## config.mk

```make
export PLATFORM = sky130hd
export DESIGN_NAME = eth_tx_sched_flat
export DESIGN_NICKNAME = d
export VERILOG_FILES = /design/src/rtl/eth_tx_sched_pkg.sv /design/src/rtl/eth_tx_sched_if.sv /design/src/rtl/eth_tx_sched_prio.sv /design/src/rtl/eth_tx_sched.sv /design/src/flat_wrapper.sv
export SDC_FILE = /design/constraint.sdc
export NUM_CORES = 1
export LEC_CHECK = 0
export BUFFER_PORTS_ARGS = -buffer_cell sky130_fd_sc_hd__buf_2
export CAP_MARGIN = 5
export CORE_MARGIN = 2
export CORE_UTILIZATION = 45
export DETAILED_ROUTE_END_ITERATION = 7
export GPL_ROUTABILITY_DRIVEN = 0
export PLACE_DENSITY = 0.66
export SETUP_SLACK_MARGIN = 0.02
export SLEW_MARGIN = 30
export SYNTH_ARGS = -nofsm -noshare
export SYNTH_HDL_FRONTEND = slang
export SYNTH_SLANG_ARGS = --single-unit
export TNS_END_PERCENT = 10
```

## constraint.sdc

```tcl
create_clock -name aclk -period 2.1 [get_ports aclk]
set_clock_uncertainty 0.1 [all_clocks]
set_input_delay 0.315 -clock aclk [delete_from_list [all_inputs] [get_ports aclk]]
set_output_delay 0.315 -clock aclk [all_outputs]
set_load 0.02 [all_outputs]
```

## src/rtl/eth_tx_sched_pkg.sv

```systemverilog
// Shared types and source indices for the Ethernet TX frame scheduler.
// No logic; no latency or backpressure of its own.
package eth_tx_sched_pkg;

  typedef enum logic [1:0] {
    IDLE = 2'd0,
    BUSY = 2'd1,
    GAP  = 2'd2
  } tx_sched_state_t;

  localparam int SRC_ARP_RESP = 0;
  localparam int SRC_ICMP     = 1;
  localparam int SRC_ARP_REQ  = 2;
  localparam int SRC_UDP      = 3;
  localparam int NUM_SRC      = 4;

endpackage

```

## src/rtl/eth_tx_sched_if.sv

```systemverilog
// Request/grant bundle between the frame sources, the scheduler and the TX engine.
// Pulses only: sources cannot be backpressured, requests are latched by the scheduler.
interface eth_tx_sched_if;
  import eth_tx_sched_pkg::*;

  logic [NUM_SRC-1:0] req_pulse;
  logic               tx_done;
  logic               tx_start;
  logic [1:0]         tx_sel;
  logic [NUM_SRC-1:0] grant;
  logic [NUM_SRC-1:0] pending;
  logic               busy;
  logic               timeout_err;

  modport master (
    input  req_pulse, tx_done,
    output tx_start, tx_sel, grant, pending, busy, timeout_err
  );

  modport slave (
    output req_pulse, tx_done,
    input  tx_start, tx_sel, grant, pending, busy, timeout_err
  );
endinterface

```

## src/rtl/eth_tx_sched_prio.sv

```systemverilog
// Fixed-priority pick (bit 0 highest) with a UDP anti-starvation override.
// Purely combinational, zero latency; no backpressure.
module eth_tx_sched_prio
  import eth_tx_sched_pkg::*;
(
  input  logic [NUM_SRC-1:0] pending,
  input  logic               force_udp,
  output logic [1:0]         win_idx,
  output logic               win_vld
);

  always_comb begin
    win_idx = 2'(SRC_ARP_RESP);
    win_vld = |pending;
    if (force_udp) begin
      win_idx = 2'(SRC_UDP);
    end else begin
      // Descending scan so the lowest set index is the one left standing.
      for (int i = NUM_SRC - 1; i >= 0; i--) begin
        if (pending[i]) win_idx = 2'(i);
      end
    end
  end

endmodule

```

## src/rtl/eth_tx_sched.sv

```systemverilog
// Grants the single TX engine to one of four latched frame requests, with IFG and watchdog.
// Request-to-tx_start latency 2 cycles when idle; sources are never stalled, repeats coalesce.
module eth_tx_sched
  import eth_tx_sched_pkg::*;
#(
  parameter int IFG_CYCLES     = 12,
  parameter int TIMEOUT_CYCLES = 4096,
  parameter int MAX_SKIP       = 4
) (
  input  logic            aclk,
  input  logic            aresetn,
  eth_tx_sched_if.master  sif
);

  localparam int SKW = (MAX_SKIP > 0) ? $clog2(MAX_SKIP + 1) : 1;
  localparam int TW  = $clog2(TIMEOUT_CYCLES);
  localparam int GW  = (IFG_CYCLES > 1) ? $clog2(IFG_CYCLES) : 1;

  tx_sched_state_t    state;
  logic [NUM_SRC-1:0] pending_q, grant_q, win_oh;
  logic [1:0]         tx_sel_q, win_idx;
  logic               win_vld, force_udp, do_grant, wd_exp;
  logic               tx_start_q, busy_q, timeout_q;
  logic [SKW-1:0]     skip_cnt;
  logic [TW-1:0]      to_cnt;
  logic [GW-1:0]      gap_cnt;

  assign force_udp = (skip_cnt == SKW'(MAX_SKIP)) && pending_q[SRC_UDP];
  assign do_grant  = (state == IDLE) && win_vld;
  assign win_oh    = do_grant ? (NUM_SRC'(1) << win_idx) : '0;
  assign wd_exp    = (to_cnt == TW'(TIMEOUT_CYCLES - 1));

  eth_tx_sched_prio u_prio (
    .pending   (pending_q),
    .force_udp (force_udp),
    .win_idx   (win_idx),
    .win_vld   (win_vld)
  );

  always_ff @(posedge aclk) begin
    if (!aresetn) begin
      state      <= IDLE;
      pending_q  <= '0;
      grant_q    <= '0;
      tx_sel_q   <= '0;
      tx_start_q <= 1'b0;
      busy_q     <= 1'b0;
      timeout_q  <= 1'b0;
      skip_cnt   <= '0;
      to_cnt     <= '0;
      gap_cnt    <= '0;
    end else begin
      // A new pulse on the granted source survives the clear.
      pending_q  <= (pending_q & ~win_oh) | sif.req_pulse;
      tx_start_q <= 1'b0;
      timeout_q  <= 1'b0;

      if (do_grant && (win_idx != 2'(SRC_UDP)) && pending_q[SRC_UDP]) begin
        if (skip_cnt != SKW'(MAX_SKIP)) skip_cnt <= skip_cnt + SKW'(1);
      end else if ((do_grant && (win_idx == 2'(SRC_UDP))) || !pending_q[SRC_UDP]) begin
        skip_cnt <= '0;
      end

      case (state)
        IDLE: begin
          if (win_vld) begin
            state      <= BUSY;
            tx_sel_q   <= win_idx;
            grant_q    <= win_oh;
            tx_start_q <= 1'b1;
            busy_q     <= 1'b1;
            to_cnt     <= '0;
          end
        end
        BUSY: begin
          to_cnt <= to_cnt + TW'(1);
          if (sif.tx_done || wd_exp) begin
            // Completion on the expiry cycle still counts as a clean end.
            timeout_q <= !sif.tx_done;
            grant_q   <= '0;
            gap_cnt   <= '0;
            if (IFG_CYCLES == 0) begin
              state  <= IDLE;
              busy_q <= 1'b0;
            end else begin
              state <= GAP;
            end
          end
        end
        GAP: begin
          gap_cnt <= gap_cnt + GW'(1);
          if (gap_cnt == GW'(IFG_CYCLES - 1)) begin
            state  <= IDLE;
            busy_q <= 1'b0;
          end
        end
        default: state <= IDLE;
      endcase
    end
  end

  assign sif.tx_start    = tx_start_q;
  assign sif.tx_sel      = tx_sel_q;
  assign sif.grant       = grant_q;
  assign sif.pending     = pending_q;
  assign sif.busy        = busy_q;
  assign sif.timeout_err = timeout_q;

endmodule

```

## src/flat_wrapper.sv

```systemverilog
// flat-port wrapper written by rule: the top's interface ports become plain ports
module eth_tx_sched_flat import eth_tx_sched_pkg::*;
#(
  parameter int IFG_CYCLES     = 12,
  parameter int TIMEOUT_CYCLES = 4096,
  parameter int MAX_SKIP       = 4
)
  (aclk, aresetn, sif_req_pulse, sif_tx_done, sif_tx_start, sif_tx_sel, sif_grant, sif_pending, sif_busy, sif_timeout_err);
  eth_tx_sched_if sif_i ();
  input  logic aclk;
  input  logic aresetn;
  input wire logic [$bits(sif_i.req_pulse)-1:0] sif_req_pulse;
  input wire logic [$bits(sif_i.tx_done)-1:0] sif_tx_done;
  output wire logic [$bits(sif_i.tx_start)-1:0] sif_tx_start;
  output wire logic [$bits(sif_i.tx_sel)-1:0] sif_tx_sel;
  output wire logic [$bits(sif_i.grant)-1:0] sif_grant;
  output wire logic [$bits(sif_i.pending)-1:0] sif_pending;
  output wire logic [$bits(sif_i.busy)-1:0] sif_busy;
  output wire logic [$bits(sif_i.timeout_err)-1:0] sif_timeout_err;
  assign sif_i.req_pulse = sif_req_pulse;
  assign sif_i.tx_done = sif_tx_done;
  assign sif_tx_start = sif_i.tx_start;
  assign sif_tx_sel = sif_i.tx_sel;
  assign sif_grant = sif_i.grant;
  assign sif_pending = sif_i.pending;
  assign sif_busy = sif_i.busy;
  assign sif_timeout_err = sif_i.timeout_err;
  eth_tx_sched #(.IFG_CYCLES(IFG_CYCLES), .TIMEOUT_CYCLES(TIMEOUT_CYCLES), .MAX_SKIP(MAX_SKIP)) u_core (.aclk(aclk), .aresetn(aresetn), .sif(sif_i));
endmodule
```

== After elaboration in Yosys (flattened, before gate mapping) ==
Cells that the tools add are included.

* Add/sub/neg operators: 3
* Eq/ne operators: 12
* Shift operators: 1
* Muxes and demuxes: 23
* Bitwise logic cells: 3
* Reductions and logical operators: 24

{| class="wikitable"
|+ Operators by type and width
! kind !! count
|-
| 12-bit case mux with 2 select lines || 1
|-
| 2-bit 2-to-1 mux || 8
|-
| 4-bit case mux with 2 select lines || 2
|-
| 12-bit by 1-bit adder with 12-bit output, second input constant || 1
|-
| 12-bit == test, second input constant || 1
|-
| 12-bit 2-to-1 mux || 1
|-
| 4-bit 2-to-1 mux || 3
|-
| 3-bit AND reduction || 4
|-
| 2-bit AND reduction || 5
|-
| 3-bit 2-to-1 mux || 3
|-
| 2-bit nonzero test || 4
|-
| 2-bit by 1-bit != test with 1-bit output, second input constant || 3
|-
| 2-bit case mux with 3 select lines || 1
|-
| 1-bit logical AND || 5
|-
| 4-bit by 1-bit adder with 4-bit output, second input constant || 1
|-
| 4-bit AND || 1
|-
| 2-bit == test, second input constant || 2
|-
| 4-bit == test, second input constant || 1
|-
| 2-bit != test, second input constant || 2
|-
| 4-bit inverter || 1
|-
| 4-bit OR || 1
|-
| 4-bit OR reduction || 1
|-
| 1-bit by 2-bit << shifter with 4-bit output, first input constant || 1
|-
| 3-bit by 1-bit adder with 3-bit output, second input constant || 1
|-
| other kinds (8) || 12
|}

* Register bits: 34
* Input bits: 7
* Output and inout bits: 13
* Word-level logic and storage cells: 76

== Depth between registers and ports, before layout ==
Gate-level depths: netlist of the first run.

* Word-level depth: 10
* Mapped depth: 6
* Mapped depth without buffers: 6

== By module ==
Synthesis of the first run repeated with hierarchy kept, for this count alone.

* Cells, all modules: 194
* Area total of the unflattened synthesis: 1604.0 um2

{| class="wikitable"
|+ By module, submodules not included
! module !! instances !! cells each !! area an instance (um2) !! seq. area each (um2)
|-
| eth_tx_sched || 1 || 186 || 1564.0 || 680.7
|-
| eth_tx_sched_prio || 1 || 8 || 40.0 || 0.0
|}

== Worst setup path before layout of the first run ==
Ideal clock, no wire load.

* Path type: reg-to-reg
* Start point: reg u_core.to_cnt[0]
* End point: reg u_core.gap_cnt[1]
* Library setup time: 129 ps
* Arrival time: 1463 ps
* Data required time: 1871 ps
* Path slack: 409 ps
* Stages on the path, launching flop included: 6
* Buffers on the path: 0
* Clock period less this slack: 1691 ps
* Cells stage by stage: dfxtp_1 -> ha_1 -> nand3_2 -> o41a_1 -> o211ai_2 -> o22ai_1

* Longest elaborated chain between the ends: 4

{| class="wikitable"
|+ Ends and longest elaborated chain
! item !! RTL line !! source
|-
| start, declared || eth_tx_sched.sv:25 || <nowiki>logic [TW-1:0] to_cnt;</nowiki>
|-
| start signal, assigned || eth_tx_sched.sv:76 || <nowiki>to_cnt <= to_cnt + TW'(1);</nowiki>
|-
| 12-bit == test || eth_tx_sched.sv:31 || <nowiki>assign wd_exp = (to_cnt == TW'(TIMEOUT_CYCLES - 1));</nowiki>
|-
| 1-bit logical OR || eth_tx_sched.sv:77 || <nowiki>if (sif.tx_done || wd_exp) begin</nowiki>
|-
| 2-bit by 1-bit != test with 1-bit output (no line) || n/a ||
|-
| 2-bit AND reduction (no line) || n/a ||
|-
| end signal, assigned || eth_tx_sched.sv:91 || <nowiki>gap_cnt <= gap_cnt + GW'(1);</nowiki>
|-
| end, declared || eth_tx_sched.sv:26 || <nowiki>logic [GW-1:0] gap_cnt;</nowiki>
|}

No other way between the ends.
A chain may end at the register's enable or synchronous reset.

== Worst setup path after layout of the first run ==
* Start point: reg u_core.to_cnt[0]
* End point: reg u_core.gap_cnt[0]

Same word-level chain as after synthesis.

==> metrics, run 1 <==
asr flop ratio synth=0%; Worst VDD drop=0.5089 mV; Ys Warns=0; setup_tns=0 ns; layout cell share with drive strength beyond 1=~18%; initial antenna violation count=0; top post-synthesis cells by count=dfxtp_1, nand2_1, a21oi_1, nor2_1, o21ai_0; Worst Tran Pin Value=approximately 0.56 ns; ranking of synthesized cells by area=dfxtp_1, a21oi_1, nand2_1; Clock Pin Slew Worst Setup and Hold Paths=around 0.12 ns; top cell type's share of synthesized area=42.63%; Placed Cells=250; CP top delay family=compound AO/OA/AOI/OAI gates; worst path buffer plus inverter count=0; Main synth FF type=dfxtp_1; CTS sink count=34; hold-fix buffers at CTS=0; RR Startpoint=u_core.to_cnt[0]; cell count after synthesis=190; static leakage=0.6610 nW; Die H=63.57 um; crit end category=flop; pin count of the biggest net entering global routing=21; Final period util=about 90%; Root Driver=clkbuf_4; Max stage delay on crit path=slightly below 0.5 ns; Skew-Pair Late Insertion Delay=0.35 ns; DR WL/cell=13.20 um; post-DR vias/cell=between 5 and 6; die area=4041 um^2; Pins Over Slew Limit=0; critical path's slowest cell=o41a_1; WP data required=2.23 ns; Syn-to-layout area delta=13.56%; RSZ-0062 raised after global routing=false; synthesis-stage register bit count=34; CP max FO=7; worst hold path type=input port to flop; Final Hold Viols=0; critical path cell sequence=ha_1, nand3_2, o41a_1, o211ai_2, a31oi_1; r2r setup slk=slightly above 0.2 ns; Post-DRT Antenna Nets=0; Die Wd=63.57 um; worst setup path startpoint=u_core.to_cnt[0]; leading area contributor after synthesis=dfxtp_1; Synth Cell Area=around 1600 um^2; CP Data Arrival Time=between 2 and 2.5 ns; WS Path Type=flop to flop; Worst Reg-to-Reg Cells=5; initial DRC count=44; Ports=20; Total Nets Final=222; first-pass GRT wire length=~6.0 mm; CTS buffer count=5; CTS-repair resized insts=0; pre-CTS setup slack=0.2474 ns; number of synthesized flops with an enable pin=0; outcome=finished clean; total wire length=between 3 and 4 mm; Max Cap Violations=0; R2R Path End=u_core.gap_cnt[0]; Final Cell Area=1813 um^2; sequential area share after synthesis=42.63%; # Post-CTS Setup Buffers=0; CTS tree=built; fin crit period=1.897 ns; first-pass detailed-route iteration total=4; diodes inserted=0; vias after detailed routing=between 1000 and 1500; count leader, synth=dfxtp_1; Worst slew margin=62.44%; DRC=0; hold path start=sif_req_pulse[0]; Starting Density=roughly 47%; core area=roughly 3400 um^2; fin cells=258; PortBufs=19; vias in the first global route=1398; placed inst area=approximately 1700 um^2; Global Route Usage Sum=18.88%; grt ovf=0; critical path depth=5; H-tree levels=2; Max Buffers Root-to-Sink=2; Synth Net Count=approximately 200; Tot Pwr=around 0.0015 W; Max Fclk=between 500 and 600 MHz; setup violators final=0; crit path capture=u_core.gap_cnt[0]; DP Wirelength=roughly 2.5 mm; Row Count=21; Distinct cells, synth=45; Syn Area/Cell=8.403 um^2; PnR worst setup slack=~0.2 ns; startpoint types=flop; Fill cells=334; cell area power density=about 830 nW/um^2
-- worst reg2reg max path: stages (launching register included) --
cell,delay [ns]
dfxtp_1,0.42
ha_1,0.24
nand3_2,0.16
o41a_1,0.49
o211ai_2,0.24
a31oi_1,0.13
-- logic make-up (layout without fill, tap and decap cells) --
| logic type | count (synthesis) | in the layout | share of synthesized area, % |
|---|---|---|---|
| buf+inv | 19 | 41 | 5.642 |
| simple gates | 73 | 73 | 23.43 |
| compound gates | 55 | 55 | 22.02 |
| fa+ha+maj | 4 | 4 | 3.135 |
| mux | 3 | 3 | 2.038 |
| xor+xnor | 2 | 2 | 1.097 |
| flops | 34 | 34 | 42.63 |
-- cell type report --
class                           instances  area, um^2  share of cell area, %
Clock buffer                            5       37.54                  2.070
Clock inverter                          3       45.04                  2.484
Inverter                                9       33.78                  1.863
Multi-Input combinational cell        137       825.8                  45.55
Sequential cell                        34       680.7                  37.54
Tap cell                               46       57.56                  3.175
Timing Repair Buffer                   24       132.6                  7.315
-- state kept, by name, summed over array words and instances, names as in the netlist --
signal and cells:
u_core.sif.tx_start 1, u_core.to_cnt 12, u_core.sif.pending 4, u_core.gap_cnt 4, u_core.sif.tx_sel 2, u_core.skip_cnt 3, u_core.sif.timeout_err 1, u_core.state 2
u_core.sif.busy 1, u_core.sif.grant 4
-- stage by stage --
| step | hold WS (ns) | utilization [%] |
|---|---|---|
| floorplan | 0.3324 | - |
| global placement | 0.3610 | 51.45 |
| detailed placement | 0.3635 | 51.45 |
| CTS | 0.05895 | 53.91 |
| global route | 0.03910 | 53.91 |
| finish | 0.06526 | 53.91 |
-- metal layers --
| metal | wire, um | track usage [%] | vias up | share of wire [%] |
|---|---|---|---|---|
| met2 | 1603 | 31.45 | 37 | 47 |
| li1 | - | - | 740 | - |
| met5 | 0 | 0 | - | 0 |
| met1 | 1559 | 21.69 | 679 | 46 |
| met3 | 191 | 6.250 | 6 | 5.6 |
| met4 | 51 | 8.967 | 0 | 1.5 |
-- how the worst min path moves through the flow --
stage | cells after the start | end | slack (ns)
floorplan | 2 | u_core.sif.pending[0] | 0.33
finish | 3 | u_core.sif.pending[0] | 0.07
global placement | 2 | u_core.sif.grant[3] | 0.36
CTS | 3 | u_core.sif.pending[0] | 0.06
global route | 3 | u_core.sif.pending[0] | 0.04
detailed placement | 2 | u_core.sif.grant[2] | 0.36
-- layout by cell type (no fill, tap or decap), drive strengths merged, types with 2 or more instances in the layout --
cell type	count
o21a	3
a21oi	15
nand4b	2
nand2b	3
ha	4
nor2b	2
nor2	15
o31ai	2
o211ai	3
or2	2
a211oi	2
nand3	8
mux2	2
nor3	4
a31oi	5
buf	24
dfxtp	34
nand4	5
o22ai	7
nor4	8
clkinvlp	2
inv	8
a21boi	2
o21ai	10
nand2	20
o41ai	2
clkbuf	5
-- power by group --
part	total [W]	leakage (nW)	internal (W)	switching (W)
clock network	0.000491	0.0374	0.000250	0.000241
logic	0.000273	0.346	0.0000969	0.000176
registers	0.000735	0.277	0.000688	0.0000470
total	0.00150	0.661	0.00103	0.000464
Note: power is estimated with default switching activity, not from simulation.
==> run 2, diff against run 1 <==
--- a/config.mk
+++ b/config.mk
@@ -7,6 +7,7 @@
 export LEC_CHECK = 0
 export BUFFER_PORTS_ARGS = -buffer_cell sky130_fd_sc_hd__buf_2
 export CAP_MARGIN = 5
+export CORE_ASPECT_RATIO = 1.75
 export CORE_MARGIN = 2
 export CORE_UTILIZATION = 45
 export DETAILED_ROUTE_END_ITERATION = 7
==> metrics, run 2 (synthesis gave the netlist of run 1 again) <==
CTS-repair resized insts=0; Max Cap Violations=0; static leakage=0.6707 nW; CTS sink count=34; Pins Over Slew Limit=0; startpoint types=flop; Worst slew margin=63.97%; Total Nets Final=222; core area=3398 um^2; met3 Use GR=under 10%; fin crit period=1.880 ns; Skew-Pair Late Insertion Delay=0.29 ns; Global Route Usage Sum=19.98%; most frequent cells in the layout=dfxtp_1, nand2_1, buf_2; setup violators final=0; Worst Tran Pin Value=around 0.54 ns; WP data required=2.16 ns; initial antenna violation count=0; Final Hold Viols=0; CTS tree=built; first-pass GRT wire length=6.210 mm; RR Startpoint=u_core.to_cnt[1]; critical path's slowest cell=o41a_1; RSZ-0062 raised after global routing=false; Max Buffers Root-to-Sink=2; Root Driver=clkbuf_8; die area=between 4000 and 5000 um^2; grt ovf=0; Starting Density=46.98%; Die Wd=49.03 um; Ports=20; R2R Path End=u_core.gap_cnt[2]; Row Count=28; r2r setup slk=~0.22 ns; outcome=finished clean; total wire length=3.688 mm; largest reg by FF count=u_core.to_cnt; crit path capture=u_core.gap_cnt[2]; hold depth=3; met1 GRT Util=19.39%; crit end category=flop; Die H=82.80 um; vias after detailed routing=1498; CP max FO=7; cell area power density=about 830 nW/um^2; Fill cells=348; CP Data Arrival Time=between 1.5 and 2 ns; worst setup path startpoint=u_core.to_cnt[1]; DR WL/cell=14.35 um; H-tree levels=2; commonest non-fill, non-tap cell in the layout=dfxtp_1; layout cell share with drive strength beyond 1=17.92%; first-pass detailed-route iteration total=4; worst hold path type=input port to flop; Post-DRT Antenna Nets=0; Clock Pin Slew Worst Setup and Hold Paths=0.07 ns; # Post-CTS Setup Buffers=0; max FFs per register=12; PortBufs=19; critical path cell sequence=ha_1, nand3_2, o41a_1, o211ai_2, a31oi_1; DP Wirelength=2.736 mm; post-DR vias/cell=roughly 5.8; DRC=0; fin util=53.68%; Max Fclk=532.0 MHz; Worst VDD drop=between 0.5 and 0.6 mV; met2 usage=37.95%; vias in the first global route=1447; layer with the highest usage=met2; initial DRC count=39; diodes inserted=0; pin count of the biggest net entering global routing=21; hold-fix buffers at CTS=0; Syn-to-layout area delta=14.26%; WS Path Type=flop to flop; Worst Reg-to-Reg Cells=5; CTS buffer count=5; setup_tns=0 ns; Max stage delay on crit path=~0.49 ns; Final period util=89.50%
==> run 2: cell types whose count changed in the layout (fill, tap and decap cells not counted), sizes merged <==
cell | previous run | this run
clkinvlp | 2 | 1
bufinv | 1 | 0
clkinv | 1 | 2
clkbuf | 5 | 6
==> run 2: per-layer routing <==
metal | share of wire (%) | up-vias
met5 | 0 | -
met4 | 2.5 | 0
met3 | 4.2 | 10
met2 | 53 | 41
met1 | 40 | 714
li1 | - | 733
==> run 2: through the flow <==
step	std cells	setup WS [ns]	power, W	hold slack [ns]	area [um^2]
final	257	0.2204	0.001519	0.1291	1824
after global routing	257	0.07973	0.001590	0.1642	1824
after CTS	257	0.2210	0.001528	0.1268	1824
after detailed placement	249	0.2446	0.001026	0.3678	1729
after global placement	249	0.3152	0.001013	0.3571	1729
after floorplan	190	0.4086	0.0009488	0.3324	1597
==> run 2: power breakdown <==
part           switching, W  internal, W
combinational      0.000179    0.0000968
sequential        0.0000488     0.000688
clock              0.000243     0.000263
==> run 2: worst min-delay path by stage <==
stage	from	end	slack, ns
floorplan	sif_req_pulse[0]	u_core.sif.pending[0]	0.33
global placement	u_core.skip_cnt[1]	u_core.skip_cnt[1]	0.36
detailed placement	u_core.sif.grant[3]	u_core.sif.grant[3]	0.37
CTS	sif_req_pulse[3]	u_core.sif.pending[3]	0.13
global route	sif_req_pulse[3]	u_core.sif.pending[3]	0.16
finish	sif_req_pulse[3]	u_core.sif.pending[3]	0.13
==> run 2: cell type report <==
class / count / area (um^2) / area share (%)
clock buffer: 6 / 82.58 / 4.527
multi-input combinational: 137 / 825.8 / 45.27
tap: 45 / 56.30 / 3.086
sequential: 34 / 680.7 / 37.31
inverter: 9 / 33.78 / 1.852
clock inverter: 2 / 12.51 / 0.6859
timing repair buffer: 24 / 132.6 / 7.270
==> run 2: critical path: cells and delay by family (launching register included) <==
| kind | cells | cell delay, ns |
|---|---|---|
| flip-flops | 1 | 0.41 |
| AO/OA/AOI/OAI | 3 | 0.85 |
| adder cells (fa/ha/maj) | 1 | 0.24 |
| AND/OR/NAND/NOR | 1 | 0.15 |
==> run 3, diff against run 2 <==
--- a/config.mk
+++ b/config.mk
@@ -6,13 +6,13 @@
 export NUM_CORES = 1
 export LEC_CHECK = 0
 export BUFFER_PORTS_ARGS = -buffer_cell sky130_fd_sc_hd__buf_2
-export CAP_MARGIN = 5
+export CAP_MARGIN = 20
 export CORE_ASPECT_RATIO = 1.75
 export CORE_MARGIN = 2
-export CORE_UTILIZATION = 45
+export CORE_UTILIZATION = 55
 export DETAILED_ROUTE_END_ITERATION = 7
 export GPL_ROUTABILITY_DRIVEN = 0
-export PLACE_DENSITY = 0.66
+export PLACE_DENSITY = 0.78
 export SETUP_SLACK_MARGIN = 0.02
 export SLEW_MARGIN = 30
 export SYNTH_ARGS = -nofsm -noshare
==> metrics, run 3 (synthesis gave the netlist of run 1 again) <==
Final period util=about nine tenths; diodes inserted=0; Hold Slack=0.1432 ns; CTS tree=built; vias after detailed routing=1496; Starting Density=58.67%; Syn-to-layout area delta=12.15%; CTS-repair resized insts=0; initial DRC count=60; Max Fclk=531.3 MHz; Tot Pwr=0.001495 W; static leakage=roughly 0.67 nW; vias in the first global route=1414; Worst VDD drop=0.7183 mV; CTS buffer count=5; CP Data Arrival Time=1.95 ns; die area=3366 um^2; WS Path Type=flop to flop; H-tree levels=2; PortBufs=19; initial antenna violation count=0; Worst slew margin=about three fifths; Ports=20; pin count of the biggest net entering global routing=21; cell area power density=835.2 nW/um^2; Max Cap Violations=0; startpoint types=flop; Clock Pin Slew Worst Setup and Hold Paths=0.07 ns; max FFs per register=12; DP Wirelength=about 2.6 mm; grt ovf=0; worst hold path type=input port to flop; post-DR vias/cell=6.286; Root Driver=clkbuf_8; Final Hold Viols=0; outcome=finished clean; total wire length=between 3 and 4 mm; Max Buffers Root-to-Sink=2; core area=2721 um^2; Worst Tran Pin Value=0.5952 ns; Die Wd=44.73 um; DR WL/cell=15.11 um; Die H=75.27 um; CTS sink count=34; first-pass detailed-route iteration total=4; hold-fix buffers at CTS=0; crit end category=flop; Pins Over Slew Limit=0; WP data required=2.17 ns; largest reg by FF count=u_core.to_cnt; Post-DRT Antenna Nets=0; setup_tns=0 ns; RSZ-0062 raised after global routing=false; fin util=65.79%; DRC=0; commonest non-fill, non-tap cell in the layout=dfxtp_1; Skew-Pair Late Insertion Delay=between 0.2 and 0.3 ns; most frequent cells in the layout=dfxtp_1, nand2_1, buf_2; Global Route Usage Sum=between 20% and 30%; layout cell share with drive strength beyond 1=17.06%; setup violators final=0; # Post-CTS Setup Buffers=0; Total Nets Final=221; CP max FO=7; fin crit period=1.882 ns; Row Count=25; first-pass GRT wire length=slightly above 6 mm
[run 3: cell types whose count changed in the layout (fill, tap and decap cells not counted), sizes merged]
cell	change
clkinvlp	-1
buf	-1
clkbuf	+1
[run 3: worst paths after layout]
path,depth (start not counted),slack [ns],to,startpoint
worst max register to register,5,0.22,u_core.sif.grant[0],u_core.to_cnt[1]
worst max-delay path,5,0.22,u_core.sif.grant[0],u_core.to_cnt[1]
worst min register to register,2,0.36,u_core.sif.busy,u_core.sif.busy
worst min-delay path,3,0.14,u_core.sif.pending[3],sif_req_pulse[3]
[run 3: stage by stage]
stage | setup WS (ns) | cells | cell area (um^2)
2_1_floorplan | 0.4086 | 190 | 1597
6_report | 0.2179 | 238 | 1790
4_1_cts | 0.2309 | 238 | 1790
3_5_place_dp | 0.2579 | 230 | 1699
3_3_place_gp | 0.3313 | 230 | 1699
5_1_grt | 0.07362 | 238 | 1790
[run 3: power breakdown]
| part | leakage [nW] | internal [W] | switching, W |
|---|---|---|---|
| sequential | 0.277 | 0.000688 | 0.0000473 |
| clock | 0.0482 | 0.000264 | 0.000225 |
| combinational | 0.341 | 0.0000936 | 0.000177 |
| total | 0.667 | 0.00105 | 0.000450 |
[run 3: layer usage]
metal	vias up	part of all wire (%)	GRT usage, %	wire length [um]
met1	718	39	26.81	1395
met3	8	3.4	5.036	122
met2	34	55	43.80	1994
met5	-	0	0	0
li1	736	-	-	-
met4	0	2.4	12.46	85
[run 3: worst max-delay path, cell delays in order (launching register included)]
cell and delay (ns):
dfxtp_1 0.40, ha_1 0.24, nand3_2 0.15, o41a_1 0.50, o21ai_2 0.24, o22ai_1 0.13
[run 3: area by class of cell]
cell class                 instances  area (um^2)
fill                             229        930.9
multi-input combinational        137        825.8
sequential                        34        680.7
timing repair buffer              23        125.1
clock buffer                       7        86.33
inverter                           9        33.78
tap                               27        33.78
clock inverter                     1        5.005
